## config.mk

```make
export PLATFORM = sky130hd
export DESIGN_NAME = ucode_sequencer
export DESIGN_NICKNAME = d
export VERILOG_FILES = /design/src/rtl/ucode_pkg.sv /design/src/rtl/useq_next_addr.sv /design/src/rtl/ucode_sequencer.sv
export SDC_FILE = /design/constraint.sdc
export NUM_CORES = 1
export LEC_CHECK = 0
export CORE_ASPECT_RATIO = 0.9
export CORE_MARGIN = 3
export CORE_UTILIZATION = 50
export DETAILED_ROUTE_END_ITERATION = 7
export PLACE_DENSITY = 0.8
export SYNTH_ARGS = -nofsm -noshare
export SYNTH_HDL_FRONTEND = slang
export SYNTH_SLANG_ARGS = --single-unit
```

## constraint.sdc

```tcl
create_clock -name clk -period 3.7 [get_ports clk]
set_input_delay 0.74 -clock clk [delete_from_list [all_inputs] [get_ports clk]]
set_output_delay 0.74 -clock clk [all_outputs]
set_load 0.1 [all_outputs]
```

## src/rtl/ucode_pkg.sv

```systemverilog
// Shared definitions for the microcode sequencer: condition encodings,
// ROM geometry and the sequencer state type.
package ucode_pkg;

  localparam int unsigned ADDR_W      = 16;
  localparam int unsigned JUMP_W      = 7;
  localparam int unsigned OPC_W       = 8;
  localparam int unsigned CNT_W       = 16;
  localparam int unsigned UCODE_DEPTH = 86;
  localparam int unsigned FETCH_ADDR  = 1;

  localparam logic [1:0] COND_ALWAYS = 2'b00;
  localparam logic [1:0] COND_Z      = 2'b01;
  localparam logic [1:0] COND_NZ     = 2'b10;
  localparam logic [1:0] COND_WAIT   = 2'b11;

  typedef enum logic [1:0] {
    ST_IDLE = 2'd0,
    ST_RUN  = 2'd1,
    ST_WAIT = 2'd2,
    ST_HALT = 2'd3
  } seq_state_e;

endpackage

```

## src/rtl/useq_next_addr.sv

```systemverilog
// Combinational next-address selection plus halt, fault and wait decode
// for the microcode sequencer.
module useq_next_addr
  import ucode_pkg::*;
(
  input  logic [ADDR_W-1:0] upc,
  input  logic              in_wait,
  input  logic              bt,
  input  logic [1:0]        condition,
  input  logic [JUMP_W-1:0] jump_addr,
  input  logic [OPC_W-1:0]  ir_opcode,
  input  logic              z_flag,
  input  logic              mem_ready,
  output logic [ADDR_W-1:0] target_c,
  output logic              hold_c,
  output logic              halt_c,
  output logic              fault_c
);

  localparam int unsigned TW = ADDR_W + 1;

  logic [TW-1:0] jump_ext;
  logic [TW-1:0] upc_inc;
  logic [TW-1:0] tgt;
  logic          self_loop;

  assign jump_ext = TW'(jump_addr);
  assign upc_inc  = TW'(upc) + TW'(1);

  // One extra bit on the target so upc + 1 overflow is still seen as a fault.
  always_comb begin
    tgt       = jump_ext;
    hold_c    = 1'b0;
    self_loop = 1'b0;
    if (in_wait) begin
      hold_c = !mem_ready;
    end else if (bt) begin
      tgt = TW'(ir_opcode);
    end else begin
      case (condition)
        COND_ALWAYS: self_loop = (jump_addr == upc[JUMP_W-1:0]);
        COND_Z:      tgt = z_flag ? jump_ext : upc_inc;
        COND_NZ:     tgt = z_flag ? upc_inc : jump_ext;
        default:     hold_c = !mem_ready;
      endcase
    end
  end

  assign fault_c  = !hold_c && (tgt >= TW'(UCODE_DEPTH));
  assign halt_c   = self_loop && !fault_c;
  assign target_c = tgt[ADDR_W-1:0];

endmodule

```

## src/rtl/ucode_sequencer.sv

```systemverilog
// Microprogram sequencer: owns the uPC, runs the IDLE/RUN/WAIT/HALT FSM and
// counts executed micro-instructions.
module ucode_sequencer
  import ucode_pkg::*;
(
  input  logic              clk,
  input  logic              rst,
  input  logic              start,
  input  logic              stall,
  input  logic              z_flag,
  input  logic              mem_ready,
  input  logic [OPC_W-1:0]  ir_opcode,
  input  logic              bt,
  input  logic [1:0]        condition,
  input  logic [JUMP_W-1:0] jump_addr,
  output logic [ADDR_W-1:0] upc,
  output logic              busy,
  output logic              done,
  output logic              illegal_op,
  output logic [CNT_W-1:0]  uinst_count
);

  seq_state_e        state_q, state_d;
  logic [ADDR_W-1:0] upc_q, upc_d;
  logic              busy_q, busy_d;
  logic              done_q, done_d;
  logic              illegal_q, illegal_d;
  logic [CNT_W-1:0]  cnt_q, cnt_d;

  logic [ADDR_W-1:0] target_c;
  logic              hold_c, halt_c, fault_c;
  logic              start_acc, adv, halt_acc, fault_acc;

  useq_next_addr u_next_addr (
    .upc       (upc_q),
    .in_wait   (state_q == ST_WAIT),
    .bt        (bt),
    .condition (condition),
    .jump_addr (jump_addr),
    .ir_opcode (ir_opcode),
    .z_flag    (z_flag),
    .mem_ready (mem_ready),
    .target_c  (target_c),
    .hold_c    (hold_c),
    .halt_c    (halt_c),
    .fault_c   (fault_c)
  );

  always_ff @(posedge clk or posedge rst) begin
    if (rst) begin
      state_q   <= ST_IDLE;
      upc_q     <= '0;
      busy_q    <= 1'b0;
      done_q    <= 1'b0;
      illegal_q <= 1'b0;
      cnt_q     <= '0;
    end else begin
      state_q   <= state_d;
      upc_q     <= upc_d;
      busy_q    <= busy_d;
      done_q    <= done_d;
      illegal_q <= illegal_d;
      cnt_q     <= cnt_d;
    end
  end

  // Next state and uPC; stall outranks everything while RUN or WAIT.
  always_comb begin
    state_d   = state_q;
    upc_d     = upc_q;
    start_acc = 1'b0;
    adv       = 1'b0;
    halt_acc  = 1'b0;
    fault_acc = 1'b0;
    case (state_q)
      ST_IDLE, ST_HALT: begin
        if (start) begin
          state_d   = ST_RUN;
          upc_d     = ADDR_W'(FETCH_ADDR);
          start_acc = 1'b1;
        end
      end
      ST_RUN: begin
        if (!stall) begin
          if (fault_c || halt_c) begin
            state_d   = ST_HALT;
            upc_d     = '0;
            adv       = 1'b1;
            fault_acc = fault_c;
            halt_acc  = halt_c;
          end else if (hold_c) begin
            state_d = ST_WAIT;
          end else begin
            upc_d = target_c;
            adv   = 1'b1;
          end
        end
      end
      ST_WAIT: begin
        if (!stall && !hold_c) begin
          if (fault_c) begin
            state_d   = ST_HALT;
            upc_d     = '0;
            fault_acc = 1'b1;
          end else begin
            state_d = ST_RUN;
            upc_d   = target_c;
          end
        end
      end
      default: begin
        state_d = ST_IDLE;
        upc_d   = '0;
      end
    endcase
  end

  // Registered status outputs and the saturating instruction counter.
  always_comb begin
    busy_d    = (state_d == ST_RUN) || (state_d == ST_WAIT);
    done_d    = done_q;
    illegal_d = illegal_q;
    cnt_d     = cnt_q;
    if (start_acc) begin
      done_d    = 1'b0;
      illegal_d = 1'b0;
      cnt_d     = '0;
    end else begin
      if (halt_acc)  done_d    = 1'b1;
      if (fault_acc) illegal_d = 1'b1;
      if (adv && (cnt_q != {CNT_W{1'b1}})) cnt_d = cnt_q + CNT_W'(1);
    end
  end

  assign upc         = upc_q;
  assign busy        = busy_q;
  assign done        = done_q;
  assign illegal_op  = illegal_q;
  assign uinst_count = cnt_q;

endmodule
```

# Word level (Yosys, flattened, before mapping)
# Cells that the tools add are included.
totals:
  ff_bits: 37
  inputBits: 24
  output_inout_bits: 35
  wordCells: 85
op_classes:
  addsub: 2
  n_lt_le_gt_ge: 1
  n_eq_ne: 13
  n_mux: 45
  n_reduce_logical: 18
ops:
  columns: ["op", "n"]
  rows:
  - ["$mux W16", 8]
  - ["$mux W17", 4]
  - ["$pmux W16 S3", 1]
  - ["$pmux W17 S2", 1]
  - ["$mux W1", 23]
  - ["$add A16 B1 Y17 const B", 1]
  - ["$ge A17 B7 Y1 const B", 1]
  - ["$add A16 B1 Y16 const B", 1]
  - ["$ne A16 B16 Y1 const B", 1]
  - ["$mux W2", 6]
  - ["$eq A2 B2 Y1 const B", 4]
  - ["$eq A7 B7 Y1", 1]
  - ["$eq A2 B1 Y1 const B", 3]
  - ["$ne A2 B2 Y1 const B", 3]
  - ["$pmux W2 S3", 1]
  - ["$reduce_bool A2 Y1", 3]
  - ["$logic_and A1 B1 Y1", 4]
  - ["$logic_not A1 Y1", 4]
  - ["$logic_not A2 Y1", 2]
  - ["$reduce_and A4 Y1", 1]
  - ["$ne A3 B3 Y1 const B", 1]
  - ["$reduce_or A3 Y1", 1]
  - ["$logic_or A1 B1 Y1", 2]
  - ["$pmux W1 S2", 1]
  - ["$reduce_or A2 Y1", 1]

# Longest topological paths before layout
# Gate-level depths: netlist of the first run.
logic_depth:
  word_depth: 16
  ltp_mapped: 11
  mapped_depth_nobuf: 9

# By module
# Synthesis of the first run repeated with hierarchy kept, for this count alone.
hier_totals:
  cells_unflattened: 284
  area_unflattened_um2: 2641.3
by_module_without_submodules:
  columns: ["module", "n_inst", "cells_per_inst", "area_each_um2", "seq_area_each_um2"]
  rows:
  - ["ucode_sequencer", 1, 172, 1839.3, 925.9]
  - ["useq_next_addr", 1, 112, 802.0, 0.0]

# Least setup slack after synthesis of the first run
# No wires, ideal clock.
synth_path:
  path_type: "flip-flop to flip-flop"
  from: "reg upc_q[2] (netlist: upc[2])"
  to: "reg upc_q[0] (netlist: upc[0])"
  setup_ns: 0.099
  arrival_ns: 2.910
  required_ns: 3.601
  path_slack_ns: 0.690
  stages_incl_launch_ff: 9
  n_path_buf: 1
  period_less_slack_ns: 3.010
  path_cell_list: "dfrtp_1 buf_2 nand4_1 nor4_1 mux2_2 o21ai_0 o211a_1 nand2_1 a311oi_1"
synth_via:
  elab_chain_cells: 13
  word_cells_on_any_way: 22
  cone_classes: "add/sub (1); order compare (1); eq/ne (2); mux (13); reduce/logical (5)"
synth_rtl:
  columns: ["element", "line_no", "text"]
  rows:
  - ["from (decl)", "ucode_sequencer.sv:24", "logic [ADDR_W-1:0] upc_q, upc_d;"]
  - ["from (signal assigned)", "ucode_sequencer.sv:59", "upc_q <= upc_d;"]
  - ["$add A16 B1 Y17", "useq_next_addr.sv:28", "assign upc_inc = TW'(upc) + TW'(1);"]
  - ["$mux W17, on equally long branches", "useq_next_addr.sv:43, useq_next_addr.sv:42", null]
  - ["$pmux W17 S2", "useq_next_addr.sv:40", "case (condition)"]
  - ["$mux W17", "useq_next_addr.sv:37", "end else if (bt) begin"]
  - ["$mux W17", "useq_next_addr.sv:35", "if (in_wait) begin"]
  - ["$ge A17 B7 Y1", "useq_next_addr.sv:49", "assign fault_c = !hold_c && (tgt >= TW'(UCODE_DEPTH));"]
  - ["$logic_and A1 B1 Y1", "useq_next_addr.sv:49", null]
  - ["$logic_not A1 Y1", "useq_next_addr.sv:50", "assign halt_c = self_loop && !fault_c;"]
  - ["$logic_and A1 B1 Y1", "useq_next_addr.sv:50", null]
  - ["$logic_or A1 B1 Y1", "ucode_sequencer.sv:85", "if (fault_c || halt_c) begin"]
  - ["$mux W16", "ucode_sequencer.sv:85", null]
  - ["$mux W16", "ucode_sequencer.sv:84", "if (!stall) begin"]
  - ["$pmux W16 S3", "ucode_sequencer.sv:75", "case (state_q)"]
# Several ways; a longest one is shown, not always the timed one. The select of a mux whose other input is x is not followed.
# A chain may end at the register's enable or synchronous reset.

# Final worst setup path of the first run
layout_path:
  from: "in condition[0]"
  to: "reg busy_q (netlist: busy)"
layout_via:
  elab_chain_cells: 15
  word_cells_on_any_way: 29
  cone_classes: "order compare (1); eq/ne (4); mux (15); reduce/logical (9)"
layout_rtl:
  columns: ["element", "line_no", "text"]
  rows:
  - ["from (decl)", "ucode_sequencer.sv:14", "input logic [1:0] condition,"]
  - ["branches (longest 12 deep; another with $ge A17 B7 Y1)", null, null]
  - ["$pmux W2 S3 (*)", "ucode_sequencer.sv:75", null]
  - ["$eq A2 B1 Y1 / $eq A2 B2 Y1 (equally long branches)", "ucode_sequencer.sv:120", "busy_d = (state_d == ST_RUN) || (state_d == ST_WAIT);"]
  - ["$logic_or A1 B1 Y1 (*)", "ucode_sequencer.sv:120", null]
  - ["net busy_d", "ucode_sequencer.sv:25", "logic busy_q, busy_d;"]
  - ["to (signal assigned)", "ucode_sequencer.sv:60", "busy_q <= busy_d;"]
  - ["to (decl)", "ucode_sequencer.sv:25", null]
# Mark *: on every way through the listed nets, which the timed path passes.

==> results of run 1 <==
## final cells by class
type / instances / area [µm²] / share of cell area, %
clock buffer: 5 / 68.8 / 2.09
clock inverter: 1 / 5.00 / 0.152
inverter: 13 / 48.8 / 1.48
multi-input combinational: 241 / 1570 / 47.5
sequential: 37 / 926 / 28.1
tap: 65 / 81.3 / 2.47
timing repair buffer: 61 / 603 / 18.3
## layout by cell type, fill, tap and decap left out, types with 5 or more instances in the layout
| master | n |
|---|---|
| nand2_1 | 19 |
| ha_1 | 8 |
| clkdlybuf4s50_1 | 58 |
| inv_1 | 13 |
| o21ai_0 | 20 |
| dfrtp_1 | 37 |
| o21a_1 | 5 |
| nor2b_1 | 12 |
| nor4_1 | 5 |
| nand3_1 | 10 |
| xnor2_1 | 5 |
| xor2_1 | 22 |
| nor2_1 | 39 |
| nand4_1 | 12 |
| clkbuf_8 | 5 |
| and2_1 | 5 |
| o31ai_1 | 5 |
| a21oi_1 | 13 |
## flip-flops by register name, summed over array words and instances (netlist names)
signal,cells
done,1
state_q,2
illegal_op,1
busy,1
upc,16
uinst_count,16
## cells by family (layout without fill, tap and decap cells)
family,Yosys count,in the layout
DFF,37,37
and+or+nand+nor,124,124
xor gates and xnor gates,27,27
adders and majority gates,8,8
muxes,5,5
buffers and inverters,22,80
AOI/OAI and AO/OA,77,77
## power breakdown
part / switching [mW] / internal [mW] / leakage [nW] / total, mW
sequential: 0.0887 / 0.458 / 0.507 / 0.547
combinational: 0.676 / 0.303 / 0.850 / 0.979
clock: 0.136 / 0.124 / 0.0399 / 0.259
total: 0.901 / 0.885 / 1.40 / 1.79
## per-stage QoR
step	cells	setup WS [ns]	cell area (µm²)
CTS	423	0.439	3300
global route	423	0.254	3300
floorplan	300	0.690	2580
finish	423	0.423	3300
detailed placement	417	0.0988	3220
global placement	417	0.300	3220
## path summary, 6_finish.rpt
kind | from | end
max | condition[0] | busy
max in group asynchronous | rst | upc[0]
min reg2reg | illegal_op | illegal_op
max reg2reg | state_q[0] | uinst_count[12]
min | illegal_op | illegal_op
min in group asynchronous | rst | uinst_count[10]
## critical path, cell delays in order
cell and delay (ns):
clkdlybuf4s50_1 0.51, inv_1 0.08, ha_1 0.38, or3b_1 0.40
nor2_1 0.22, o21ai_0 0.20, a211o_1 0.29, a31o_2 0.27
a21o_1 0.17, a211oi_1 0.21
## per-layer routing
layer / vias up / GRT usage, %
li1: 1209 / -
met1: 1255 / 33.7
met2: 85 / 35.1
met3: 4 / 5.57
met4: 0 / 4.06
met5: - / 0
==> metrics.md, run 1 <==
| Metric | Value |
|---|---|
| Status | `completed` |
| Slew @ Worst Pin | `0.982 ns` |
| H-tree Lvls | `2` |
| DR top layer | `met4` |
| Starting DRC count in detailed routing | `159` |
| Placeable Area | `4920 µm²` |
| Net Count, Synth | `332` |
| GPL Wtd Cong | `0.929` |
| Simple-gate share of the synthesized area | `25.2%` |
| Max Cap Viol | `0` |
| Worst-path clk slew | `0.07 ns` |
| Nets | `391` |
| Remaining antenna violation count | `0` |
| Antenna violations before repair | `0` |
| DR WL met3 | `414 µm` |
| Final setup fails | `0` |
| RSZ-0062 raised after global routing | `no` |
| Dominant synthesized flop cell | `dfrtp_1` |
| Post-synthesis adder-cell area fraction | `3.87%` |
| Yosys top cell by area | `dfrtp_1` |
| Crit path arrival time | `3.48 ns` |
| Vias | `2,553` |
| Synth Register Bits | `37` |
| CTS Sinks | `37` |
| Final wirelength | `6580 µm` |
| Worst-skew pair later-pin latency | `0.29 ns` |
| Number of flops mapped to enable cells by yosys | `0` |
| P per Cell Area | `541 nW/µm²` |
| Synth top area cells | `dfrtp_1 (36%), xor2_1 (7.5%), nor2_1 (5.7%)` |
| Syn-to-layout area delta | `27.6%` |
| Synthesized cell area | `2580 µm²` |
| Sequential area share after synthesis | `35.8%` |
| TritonCTS buffer count | `5` |
| Hold path cells | `1` |
| GRT overflow | `0` |
| Post-Synth XOR/XNOR Area | `9.15%` |
| Share of post-route cells with drive strength above 1 | `5.03%` |
| Post-layout util | `67.0%` |
| Critical Path RT | `3.90 ns` |
| Total of cells resized after clock tree synthesis | `0` |
| Final Hold Viols | `0` |
| Async S/R FF share, synth | `100%` |
| Die height | `74.2 µm` |
| Final Cycle Share | `88.6%` |
| Global Route Usage Sum | `23.0%` |
| Distinct cells, synth | `56` |
| Met1 wire length | `3030 µm` |
| Yosys top cell area share | `35.8%` |
| Setup TNS | `0 ns` |
| CTS tree | `built` |
| Rows | `24` |
| Worst relative slew slack | `34.3%` |
| Fin Hold WS | `0.535 ns` |
| Tot Pwr | `1.79 mW` |
| Die W | `81.8 µm` |
| Met2 wire len | `3090 µm` |
| DP HPWL | `4990 µm` |
| Fill count | `396` |
| R2R Setup Slk | `0.83 ns` |
| Max-slew violations | `0` |
| Crit-path max FO | `7` |
| Fmax | `0.305 GHz` |
| Syn_area_per_cell | `8.62 µm²` |
| Max VDD drop | `594 µV` |
| Most common library cells after synthesis | `nor2_1 (39), dfrtp_1 (37), xor2_1 (22)` |
| Yosys warning count | `0` |
| Vias in the first global route | `2,323` |
| CP startpoint kind | `input pin` |
| Leak | `1.40 nW` |
| Drt drc | `0` |
| Wire per inst | `15.5 µm` |
| Most frequent cell after synthesis | `nor2_1` |
| Root Buffer | `clkbuf_8` |
| Main combinational cell family by area after synthesis | `simple AND/OR/NAND/NOR gates` |
| Post-CTS setup buffers | `0` |
| Clock Path Buffers | `2` |
| Final Critical Period | `3.28 ns` |
| Worst reg-to-reg path cell count | `9` |
| # hold bufs at CTS | `0` |
| Post-synthesis mux area share | `1.98%` |
| Avg Vias per Cell | `6.04` |
| DIE AREA | `6070 µm²` |
| Global-route wire length before repair | `11,000 µm` |
| Synth Area in Compound Gates | `20.4%` |
| Critical Path Sink Type | `register` |
| Initial core utilization | `52.5%` |
| DR pass1 iterations | `4` |
| Post-Syn Instances | `300` |
| Setup CP Type | `input pin to register` |
| Ant diodes | `0` |
| # IOs | `59` |
| Worst Hold Class | `register to register` |
| Port Buf Inserts | `58` |
| Skew final | `0.00584 ns` |
| Largest net degree at the start of global routing | `22` |
Note: power is estimated with default switching activity, not from simulation.
==> inputs of run 2 (changes only) <==
--- a/config.mk
+++ b/config.mk
@@ -7,9 +7,9 @@
 export LEC_CHECK = 0
 export CORE_ASPECT_RATIO = 0.9
 export CORE_MARGIN = 3
-export CORE_UTILIZATION = 50
+export CORE_UTILIZATION = 51
 export DETAILED_ROUTE_END_ITERATION = 7
-export PLACE_DENSITY = 0.8
+export PLACE_DENSITY = 0.81
 export SYNTH_ARGS = -nofsm -noshare
 export SYNTH_HDL_FRONTEND = slang
 export SYNTH_SLANG_ARGS = --single-unit
==> constraint.sdc (replaced) <==
create_clock -name clk -period 3.15 [get_ports clk]
set_input_delay 0.63 -clock clk [delete_from_list [all_inputs] [get_ports clk]]
set_output_delay 0.63 -clock clk [all_outputs]
set_load 0.1 [all_outputs]
==> metrics.md, run 2 (synthesized netlist as in run 1, its figures left out) <==
| Metric | Value |
|---|---|
| Status | `completed` |
| Initial core utilization | `55.4%` |
| Worst R2R End | `uinst_count[12]` |
| Global Route Usage Sum | `24.6%` |
| GRT overflow | `0` |
| Crit path arrival time | `3.18 ns` |
| # IOs | `59` |
| P_int | `1.21 mW` |
| Final Hold Viols | `0` |
| Worst Setup SP | `condition[1]` |
| Post-layout util | `71.5%` |
| Rows | `23` |
| Vias in the first global route | `2,418` |
| Final Critical Period | `2.98 ns` |
| Worst-skew pair later-pin latency | `0.30 ns` |
| Skew final | `0.00380 ns` |
| Max VDD drop | `733 µV` |
| CTS tree | `built` |
| Clock Path Buffers | `2` |
| Largest net degree at the start of global routing | `38` |
| GPL Wtd Cong | `0.850` |
| Max Cap Viol | `0` |
| CP startpoint kind | `input pin` |
| Sequential power share | `27.5%` |
| DR pass1 iterations | `5` |
| Die height | `73.5 µm` |
| Worst-path clk slew | `0.07 ns` |
| Worst reg-to-reg path cell count | `9` |
| Min-Delay Endpoint | `illegal_op` |
| Root Buffer | `clkbuf_8` |
| Total of cells resized after clock tree synthesis | `0` |
| DIE AREA | `5960 µm²` |
| Global-route wire length before repair | `11,400 µm` |
| Port Buf Inserts | `58` |
| Setup TNS | `0 ns` |
| Starting DRC count in detailed routing | `222` |
| DP HPWL | `5250 µm` |
| Worst relative slew slack | `61.5%` |
| R2R Setup Slk | `0.42 ns` |
| HP Start | `illegal_op` |
| Antenna violations before repair | `0` |
| Remaining antenna violation count | `0` |
| Syn-to-layout area delta | `29.0%` |
| Critical Path RT | `3.35 ns` |
| Ant diodes | `0` |
| Slew @ Worst Pin | `0.577 ns` |
| # hold bufs at CTS | `0` |
| Fmax | `0.335 GHz` |
| Final setup fails | `0` |
| Final wirelength | `7010 µm` |
| H-tree Lvls | `2` |
| RSZ-0062 raised after global routing | `no` |
| Drt drc | `0` |
| Switch share | `47.6%` |
| Leak | `1.54 nW` |
| Commonest non-fill, non-tap cell in the layout | `buf_4` |
| Placeable Area | `4660 µm²` |
| R2r startpoint | `state_q[0]` |
| Clk pwr share | `21.4%` |
| Critical Path Sink Type | `register` |
| Worst Hold Class | `register to register` |
| Max-slew violations | `0` |
| Share of post-route cells with drive strength above 1 | `17.3%` |
| CTS Sinks | `37` |
| Comb power frac | `51.1%` |
| TritonCTS buffer count | `5` |
| Final Cycle Share | `94.7%` |
| Post-CTS setup buffers | `0` |
| Hold path cells | `1` |
| Most frequent cells in the layout | `buf_4 (47), nor2_1 (39), dfrtp_1 (37)` |
| Nets | `400` |
| P per Cell Area | `692 nW/µm²` |
| Sw Pwr | `1.10 mW` |
| Crit-path max FO | `5` |
| Vias | `2,561` |
| Die W | `81.0 µm` |
| Wire per inst | `16.3 µm` |
| Avg Vias per Cell | `5.94` |
| Setup CP Type | `input pin to register` |
-- run 2: worst max path at each step --
stage / endpoint / slack (ns) / cells after the start
finish: busy / 0.17 / 9
floorplan: upc[0] / 0.14 / 8
global route: busy / 0.06 / 10
global placement: busy / 0.04 / 9
detailed placement: busy / -0.08 / 10
CTS: busy / 0.18 / 10
-- run 2: metrics by stage --
stage / instance area [µm²] / worst slack, ns / instances / power [mW] / hold slack [ns]
after global placement: 3200 / 0.0386 / 423 / 1.78 / 0.531
after floorplan: 2580 / 0.140 / 300 / 1.50 / 0.672
after global routing: 3330 / 0.0592 / 431 / 2.44 / 0.595
after detailed placement: 3200 / -0.0850 / 423 / 1.80 / 0.532
after CTS: 3330 / 0.185 / 431 / 2.31 / 0.557
final: 3330 / 0.166 / 431 / 2.31 / 0.559
-- run 2: layer usage --
layer,GRT usage (%),part of all wire [%]
met5,0,0
met4,6.00,1.2
met3,4.04,7.2
met2,39.0,45
met1,35.2,47
-- run 2: layout make-up --
class,instances,area (µm²)
repair buffers,70,583
multi-input cells,241,1570
inverters,13,48.8
flip-flops and latches,37,926
well taps,62,77.6
clock buffers,5,68.8
fillers,385,1330
clock inverters,3,65.1
-- run 2: power by group through the flow --
stage | logic [mW] | registers, mW | clock network (mW)
2_1_floorplan | 0.535 | 0.962 | 0
3_3_place_gp | 1.15 | 0.635 | 0
3_5_place_dp | 1.17 | 0.637 | 0
4_1_cts | 1.17 | 0.630 | 0.503
5_1_grt | 1.27 | 0.644 | 0.528
6_report | 1.18 | 0.634 | 0.494
-- run 2: worst max-delay path: stages --
cell	delay (ns)
clkdlybuf4s50_1	0.48
inv_1	0.06
ha_1	0.29
or3b_1	0.39
o311a_1	0.41
a211o_1	0.23
a31o_2	0.27
a21o_1	0.18
a211oi_1	0.24
==> inputs of run 3 (changes only) <==
--- a/config.mk
+++ b/config.mk
@@ -6,7 +6,7 @@
 export NUM_CORES = 1
 export LEC_CHECK = 0
 export CORE_ASPECT_RATIO = 0.9
-export CORE_MARGIN = 3
+export CORE_MARGIN = 2
 export CORE_UTILIZATION = 51
 export DETAILED_ROUTE_END_ITERATION = 7
 export PLACE_DENSITY = 0.81
==> metrics.md, run 3 (synthesized netlist as in run 1, its figures left out) <==
| Metric | Value |
|---|---|
| Status | `completed` |
| Critical Path Sink Type | `register` |
| Vias | `2,526` |
| P per Cell Area | `640 nW/µm²` |
| Most frequent cells in the layout | `buf_4 (46), nor2_1 (39), dfrtp_1 (37)` |
| Global-route wire length before repair | `10,900 µm` |
| Fmax | `0.340 GHz` |
| Final wirelength | `6460 µm` |
| Vias in the first global route | `2,290` |
| Root Buffer | `clkbuf_8` |
| Die W | `79.0 µm` |
| CTS tree | `built` |
| Clock Path Buffers | `2` |
| Commonest non-fill, non-tap cell in the layout | `buf_4` |
| Port Buf Inserts | `58` |
| Clk pwr share | `15.0%` |
| Remaining antenna violation count | `0` |
| Dpl ws | `-0.0736 ns` |
| Nets | `399` |
| # hold bufs at CTS | `0` |
| Syn-to-layout area delta | `26.9%` |
| Final setup fails | `0` |
| Leak | `1.51 nW` |
| Skew final | `0.00799 ns` |
| Die height | `71.5 µm` |
| CTS Sinks | `37` |
| Comb power frac | `54.5%` |
| Buf/Inv on CP | `2` |
| Setup TNS | `0 ns` |
| Worst relative slew slack | `61.2%` |
| Area post-placement | `3200 µm²` |
| Crit path arrival time | `3.13 ns` |
| P_int | `1.04 mW` |
| Share of post-route cells with drive strength above 1 | `16.8%` |
| Sw Pwr | `1.06 mW` |
| CP delay by family, top | `compound AO/OA/AOI/OAI gates` |
| Max incr delay on CP | `0.47 ns` |
| CP startpoint kind | `input pin` |
| Post-CTS setup buffers | `0` |
| Crit-path slowest cell | `clkdlybuf4s50_1` |
| Slew @ Worst Pin | `0.583 ns` |
| Initial core utilization | `53.1%` |
| Tot Pwr | `2.10 mW` |
| Final Cycle Share | `93.3%` |
| DIE AREA | `5650 µm²` |
| Final non-filler cell total | `433` |
| Wire per inst | `14.9 µm` |
| H-tree Lvls | `2` |
| Worst-skew pair later-pin latency | `0.29 ns` |
| Critical Path RT | `3.34 ns` |
| Max-slew violations | `0` |
| # IOs | `59` |
| Placed cell count | `425` |
| Final worst slack | `0.210 ns` |
| Placeable Area | `4860 µm²` |
| Post-layout util | `67.4%` |
| Crit-path max FO | `5` |
| Worst Hold Class | `register to register` |
| Largest net degree at the start of global routing | `38` |
| Ant diodes | `0` |
| GPL Wtd Cong | `0.879` |
| Final Critical Period | `2.94 ns` |
| Switch share | `50.6%` |
| DP HPWL | `4890 µm` |
| Total of cells resized after clock tree synthesis | `0` |
| RSZ-0062 raised after global routing | `no` |
| Drt drc | `0` |
| Avg Vias per Cell | `5.83` |
| Max VDD drop | `585 µV` |
| Antenna violations before repair | `0` |
| Starting DRC count in detailed routing | `152` |
| Final Hold Viols | `0` |
| Global Route Usage Sum | `24.0%` |
| DR pass1 iterations | `4` |
| TritonCTS buffer count | `5` |
| GRT overflow | `0` |
| Post-route cell area | `3280 µm²` |
| Rows | `24` |
| Fin Hold WS | `0.538 ns` |
| Max Cap Viol | `0` |
| Sequential power share | `30.5%` |
| Cell-by-cell trace of the critical path | `clkdlybuf4s50_1, inv_1, ha_1, or3b_1, nor2_1, o21ai_0, a211o_1, a31o_2, a21o_1, a211oi_1` |
| Worst-path clk slew | `0.07 ns` |
| Setup CP Type | `input pin to register` |
-- run 3: changes by cell type in the layout (fill, tap and decap cells not counted) --
cell,change
buf_4,-1
bufinv_16,-2
clkbuf_1,+1
clkinv_2,+1
-- run 3: power by group through the flow --
stage	clock network [mW]	registers, mW	logic, mW
6_report	0.315	0.641	1.14
5_1_grt	0.341	0.655	1.23
4_1_cts	0.321	0.637	1.14
3_5_place_dp	0	0.645	1.13
3_3_place_gp	0	0.645	1.12
2_1_floorplan	0	0.962	0.535
-- run 3: path summary, 6_finish.rpt --
kind,from,to,slack [ns],cells after the start
max,condition[0],busy,0.21,10
min,illegal_op,illegal_op,0.54,1
max reg2reg,upc[2],upc[0],0.38,7
min reg2reg,illegal_op,illegal_op,0.54,1
max in group asynchronous,rst,done,2.06,3
min in group asynchronous,rst,upc[7],0.75,3
-- run 3: layout make-up --
class	instances	area, µm²
Clock buffer	6	72.6
Clock inverter	2	10.0
Fill cell	417	1590
Inverter	13	48.8
Multi-Input combinational cell	241	1570
Sequential cell	37	926
Tap cell	65	81.3
Timing Repair Buffer	69	576
-- run 3: layer usage --
layer | GRT usage, % | vias up | share of wire [%]
met5 | 0 | - | 0
met2 | 37.7 | 83 | 45
met1 | 35.2 | 1210 | 47
met3 | 4.16 | 11 | 6.5
met4 | 5.36 | 0 | 1.1
li1 | - | 1222 | -
==> patch 1: new RTL, flow settings as in run 2 <==
Reset style: synchronous (`rst`), changed in one clocked block.
--- a/src/rtl/ucode_sequencer.sv
+++ b/src/rtl/ucode_sequencer.sv
@@ -47,5 +47,5 @@
   );
 
-  always_ff @(posedge clk or posedge rst) begin
+  always_ff @(posedge clk) begin
     if (rst) begin
       state_q   <= ST_IDLE;
Formal check against the unedited RTL: differs if rst is asserted again (counterexample within 4 cycles, from zero or initial values and one cycle with rst high); with rst held inactive, the same outputs for 10 cycles.
==> patch 1 against run 2 <==
Routed wire length down 10%; sequential cell count unchanged; global-route usage down 1.0 points; final area down 7.7%; worst setup slack better by 0.10 ns; synthesized area down 11%; highest routed layer unchanged.
Power is not compared: it rests on default switching activity, and its combinational part moved more than twofold at a synthesized area within 25%.
==> patch 1: results (changes against run 2) <==
* Status: completed
* Antenna violations before repair at 0 (unchanged)
* Largest stage delay on the critical path at 0.52 ns (+0.04 ns)
* Post-synthesis compound-gate area fraction at 23.8% (+3.5 points)
* Setup Buffers After CTS at 0 (unchanged)
* Syn_nets at 311 (-6.3%)
* Top cells by count, synth: 37 x dfxtp_1, 25 x nor2_1, 18 x a21oi_1, 18 x inv_1, 18 x nand2_1
* Combinational cell fraction of total power at 31.1%
* Placed insts at 402 (-5.0%)
* First-pass GRT wire length at 10400 um (-8.8%)
* Mux cell area share after synthesis at 2.82% (+0.84 points)
* Grt met3 use at 4.55% (+0.50 points)
* Routed met3 length at 393 um (-22%)
* Reg power frac at 37.2%
* Worst path slowest cell: clkdlybuf4s50_1
* Ys async rst share at 0% (-100 points)
* M2 GR Usage at 36.4% (-2.7 points)
* Share of cells above drive strength 1 at 19.9% (+2.6 points)
* Gpl congestion at 0.916 (+7.8%)
* Fillers at 334 (-13%)
* Clock latency on the worst-skew pair at 0.30 ns (about the same)
* Gr usage total at 23.6% (-1.0 points)
* Largest net degree at the start of global routing at 19 (-50%)
* Static Leak at 1.20 nW
* Final net count at 382 (-4.5%)
* Initial DRT Pass Iterations at 5 (unchanged)
* Max Used Layer: met4
* Worst Path Max Fanout at 6 (+1)
* Syn Inst Count at 279 (-7.0%)
* VDD IR max at 324 uV
* Sw frac at 34.9%
* Via-to-Cell Ratio at 5.71 (-3.9%)
* Met2 wire length at 2840 um (-10%)
* Avg WL per Cell at 15.3 um (-6.1%)
* CTS Buf Count at 5 (unchanged)
* Yosys warns at 0 (unchanged)
* CP top delay family: compound AO/OA/AOI/OAI gates
* DRT iter0 DRCs at 206 (-7.2%)
* Dpl cell area at 0.00294 mm^2 (-8.2%)
* Number of global-route vias before repair at 2213 (-8.5%)
* Sequential-to-total area share from yosys stat at 32.2% (-3.7 points)
* Clk slew on worst S/H paths at 0.08 ns
* HPWL Detailed at 4670 um (-11%)
* DR vias at 2346 (-8.4%)
* Largest cells by area after synthesis: dfxtp_1 32%, xnor2_1 6.1%, ha_1 4.3%
* Yosys cell types at 57 (+1.8%)
* Clock Path Buffers at 2 (unchanged)
* Synth Area in XOR/XNOR at 8.37% (-0.78 points)
* Slew @ Worst Pin at 0.856 ns (+0.279 ns)
* Root buf cell: clkbuf_8
* Clock Skews at 0.00452 ns (+0.000724 ns)
* H-tree depth at 2 (unchanged)
* M1 wire length at 2940 um (-10%)
* Worst min path class: register to register
* Global Route met1 Usage at 32.2% (-3.0 points)
* Synth Area in Adders at 4.35% (+0.47 points)
* Buffers on Ports at 58 (unchanged)
* Data arrival time of the worst path at 3.11 ns (-0.07 ns)
* Pre-CTS setup slack at -0.186 ns (-0.101 ns)
[patch 1: cell count changes after synthesis, moves of 7 or more]
cell,before,now
xor2_1,22,6
or3_1,0,7
nor2b_1,12,5
dfrtp_1,37,0
xnor2_1,5,16
nor2_1,39,25
dfxtp_1,0,37
[patch 1: worst paths after layout]
kind	from	slack (ns)	end	depth (start not counted)
worst max-delay path	z_flag	0.27	upc[1]$_SDFFE_PP0P_	8
worst min-delay path	done$_SDFFE_PP0P_	0.45	done$_SDFFE_PP0P_	2
worst max register to register	state_q[0]$_SDFF_PP0_	0.36	upc[1]$_SDFFE_PP0P_	9
worst min register to register	done$_SDFFE_PP0P_	0.45	done$_SDFFE_PP0P_	2
[patch 1: cell type report]
class	count	area, um^2	area share [%]
multi-input cells	213	1460	47.3
flip-flops and latches	37	741	24.1
repair buffers	75	626	20.3
well taps	60	75.1	2.44
clock buffers	6	72.6	2.36
inverters	18	67.6	2.20
clock inverters	2	38.8	1.26
==> patch 2: new RTL, config.mk and constraints of run 2 <==
Without the edit above. The package constant `ADDR_W` goes from 16 to 15.
--- a/src/rtl/ucode_pkg.sv
+++ b/src/rtl/ucode_pkg.sv
@@ -3,5 +3,5 @@
 package ucode_pkg;
 
-  localparam int unsigned ADDR_W      = 16;
+  localparam int unsigned ADDR_W      = 15;
   localparam int unsigned JUMP_W      = 7;
   localparam int unsigned OPC_W       = 8;
Interface: changed (resized upc); port bits go from 59 to 58. No check against the original RTL was run, so the function may have changed too.
==> patch 2 against run 2 <==
Worst setup slack improved by 0.078 ns; hold slack got worse by 0.050 ns; routed wire length rose by 5.4%; first-iteration DRC count rose by 42%; synthesized area rose by 13%; critical path type unchanged; sequential power barely moved; sequential cell count fell by 1; final area rose by 7.4%; utilization fell by 4.9 points; total power rose by 3.2%.
==> patch 2: results (changes against run 2) <==
* Static Leak at 1.46 nW (-5.2%)
* Gr usage total at 23.2% (-1.4 points)
* Syn Inst Count at 322 (+7.3%)
* Clock Skews at 0.00767 ns (+0.00387 ns)
* DRT iter0 DRCs at 316 (+42%)
* Pre-CTS setup slack at -0.0240 ns (+0.0609 ns)
* Max-slew headroom at 56.5% (-5.1 points)
* DR vias at 2672 (+4.3%)
* Gpl congestion at 0.891 (+4.8%)
* Sequential-to-total area share from yosys stat at 30.9% (-4.9 points)
* Number of global-route vias before repair at 2494 (+3.1%)
* Worst Path Max Fanout at 10 (+5)
* Share of cells above drive strength 1 at 24.5% (+7.2 points)
* Worst R2R Setup Slack at 0.66 ns (+0.24 ns)
* Syn_nets at 354 (+6.6%)
* VDD IR max at 760 uV (+3.6%)
* Final worst setup slack at 0.244 ns (+0.0776 ns)
* Largest net degree at the start of global routing at 37 (-2.6%)
* Reg2reg end: uinst_count[14]$_DFFE_PP0P_
* Top cells by count, synth: 36 x dfrtp_1, 26 x nor2_1, 25 x nand2_1
* Dpl cell area at 0.00349 mm^2 (+9.0%)
* Yosys cell types at 71 (+27%)
* Hold path depth at 2 (+1)
* Status: completed
* HPWL Detailed at 5560 um (+5.9%)
* Final net count at 418 (+4.5%)
* Largest cells by area after synthesis: dfrtp_1 31%, xnor2_1 6.3%, o21ai_0 3.6%
* Buffers on Ports at 57 (-1.7%)
[patch 2: power groups by stage]
stage / Clock, mW / Combinational (mW) / Sequential (mW)
2_1_floorplan: 0 / 0.740 / 0.953
3_3_place_gp: 0 / 1.39 / 0.637
3_5_place_dp: 0 / 1.40 / 0.639
4_1_cts: 0.343 / 1.41 / 0.632
5_1_grt: 0.369 / 1.53 / 0.645
6_report: 0.335 / 1.41 / 0.632
[patch 2: cell type report]
| class | instances | area, um^2 |
|---|---|---|
| clock buffers | 6 | 82.6 |
| flip-flops and latches | 36 | 901 |
| well taps | 67 | 83.8 |
| fillers | 430 | 1800 |
| clock inverters | 2 | 10.0 |
| multi-input cells | 252 | 1840 |
| inverters | 20 | 75.1 |
| repair buffers | 71 | 591 |
[patch 2: stage by stage]
stage | util, % | TNS (ns) | hold WS (ns) | power, mW
6_report | 66.6 | 0 | 0.509 | 2.38
5_1_grt | 66.6 | 0 | 0.552 | 2.54
4_1_cts | 66.6 | 0 | 0.520 | 2.38
3_5_place_dp | 64.9 | -0.0541 | 0.498 | 2.04
3_3_place_gp | 64.9 | 0 | 0.500 | 2.02
2_1_floorplan | - | 0 | 0.648 | 1.69
[patch 2: layer usage]
metal / GRT usage, % / share of wire [%] / wire length, um
met5: 0 / 0 / 0
met4: 5.54 / 1.2 / 85
met3: 4.78 / 6.4 / 470
met2: 35.2 / 47 / 3470
met1: 34.0 / 45 / 3360
[patch 2: cell families (layout without fill, tap and decap cells)]
kind of cell / Yosys count / count (layout) / synth area share, %
AND/OR/NAND/NOR: 123 / 123 / 26.6
AO/OA/AOI/OAI: 91 / 91 / 23.8
flip-flops: 36 / 36 / 30.9
buffers and inverters: 34 / 99 / 5.89
XOR/XNOR: 27 / 27 / 8.12
adder cells (fa/ha/maj): 8 / 8 / 3.44
multiplexers: 3 / 3 / 1.20
[patch 2: worst max-delay path by stage]
stage,from,endpoint,cells past startpoint
after floorplan,upc[0]$_DFFE_PP0P_,upc[0]$_DFFE_PP0P_,8
after global placement,condition[1],upc[0]$_DFFE_PP0P_,10
after detailed placement,condition[1],upc[0]$_DFFE_PP0P_,10
after CTS,condition[1],upc[0]$_DFFE_PP0P_,10
after global routing,condition[1],upc[5]$_DFFE_PP0P_,10
final,condition[1],upc[0]$_DFFE_PP0P_,10
[patch 2: worst min-delay path, delay by kind of cell, from the launching register on]
family / cells / cell delay, ns
simple gates: 1 / 0.05
compound gates: 1 / 0.07
flops: 1 / 0.35
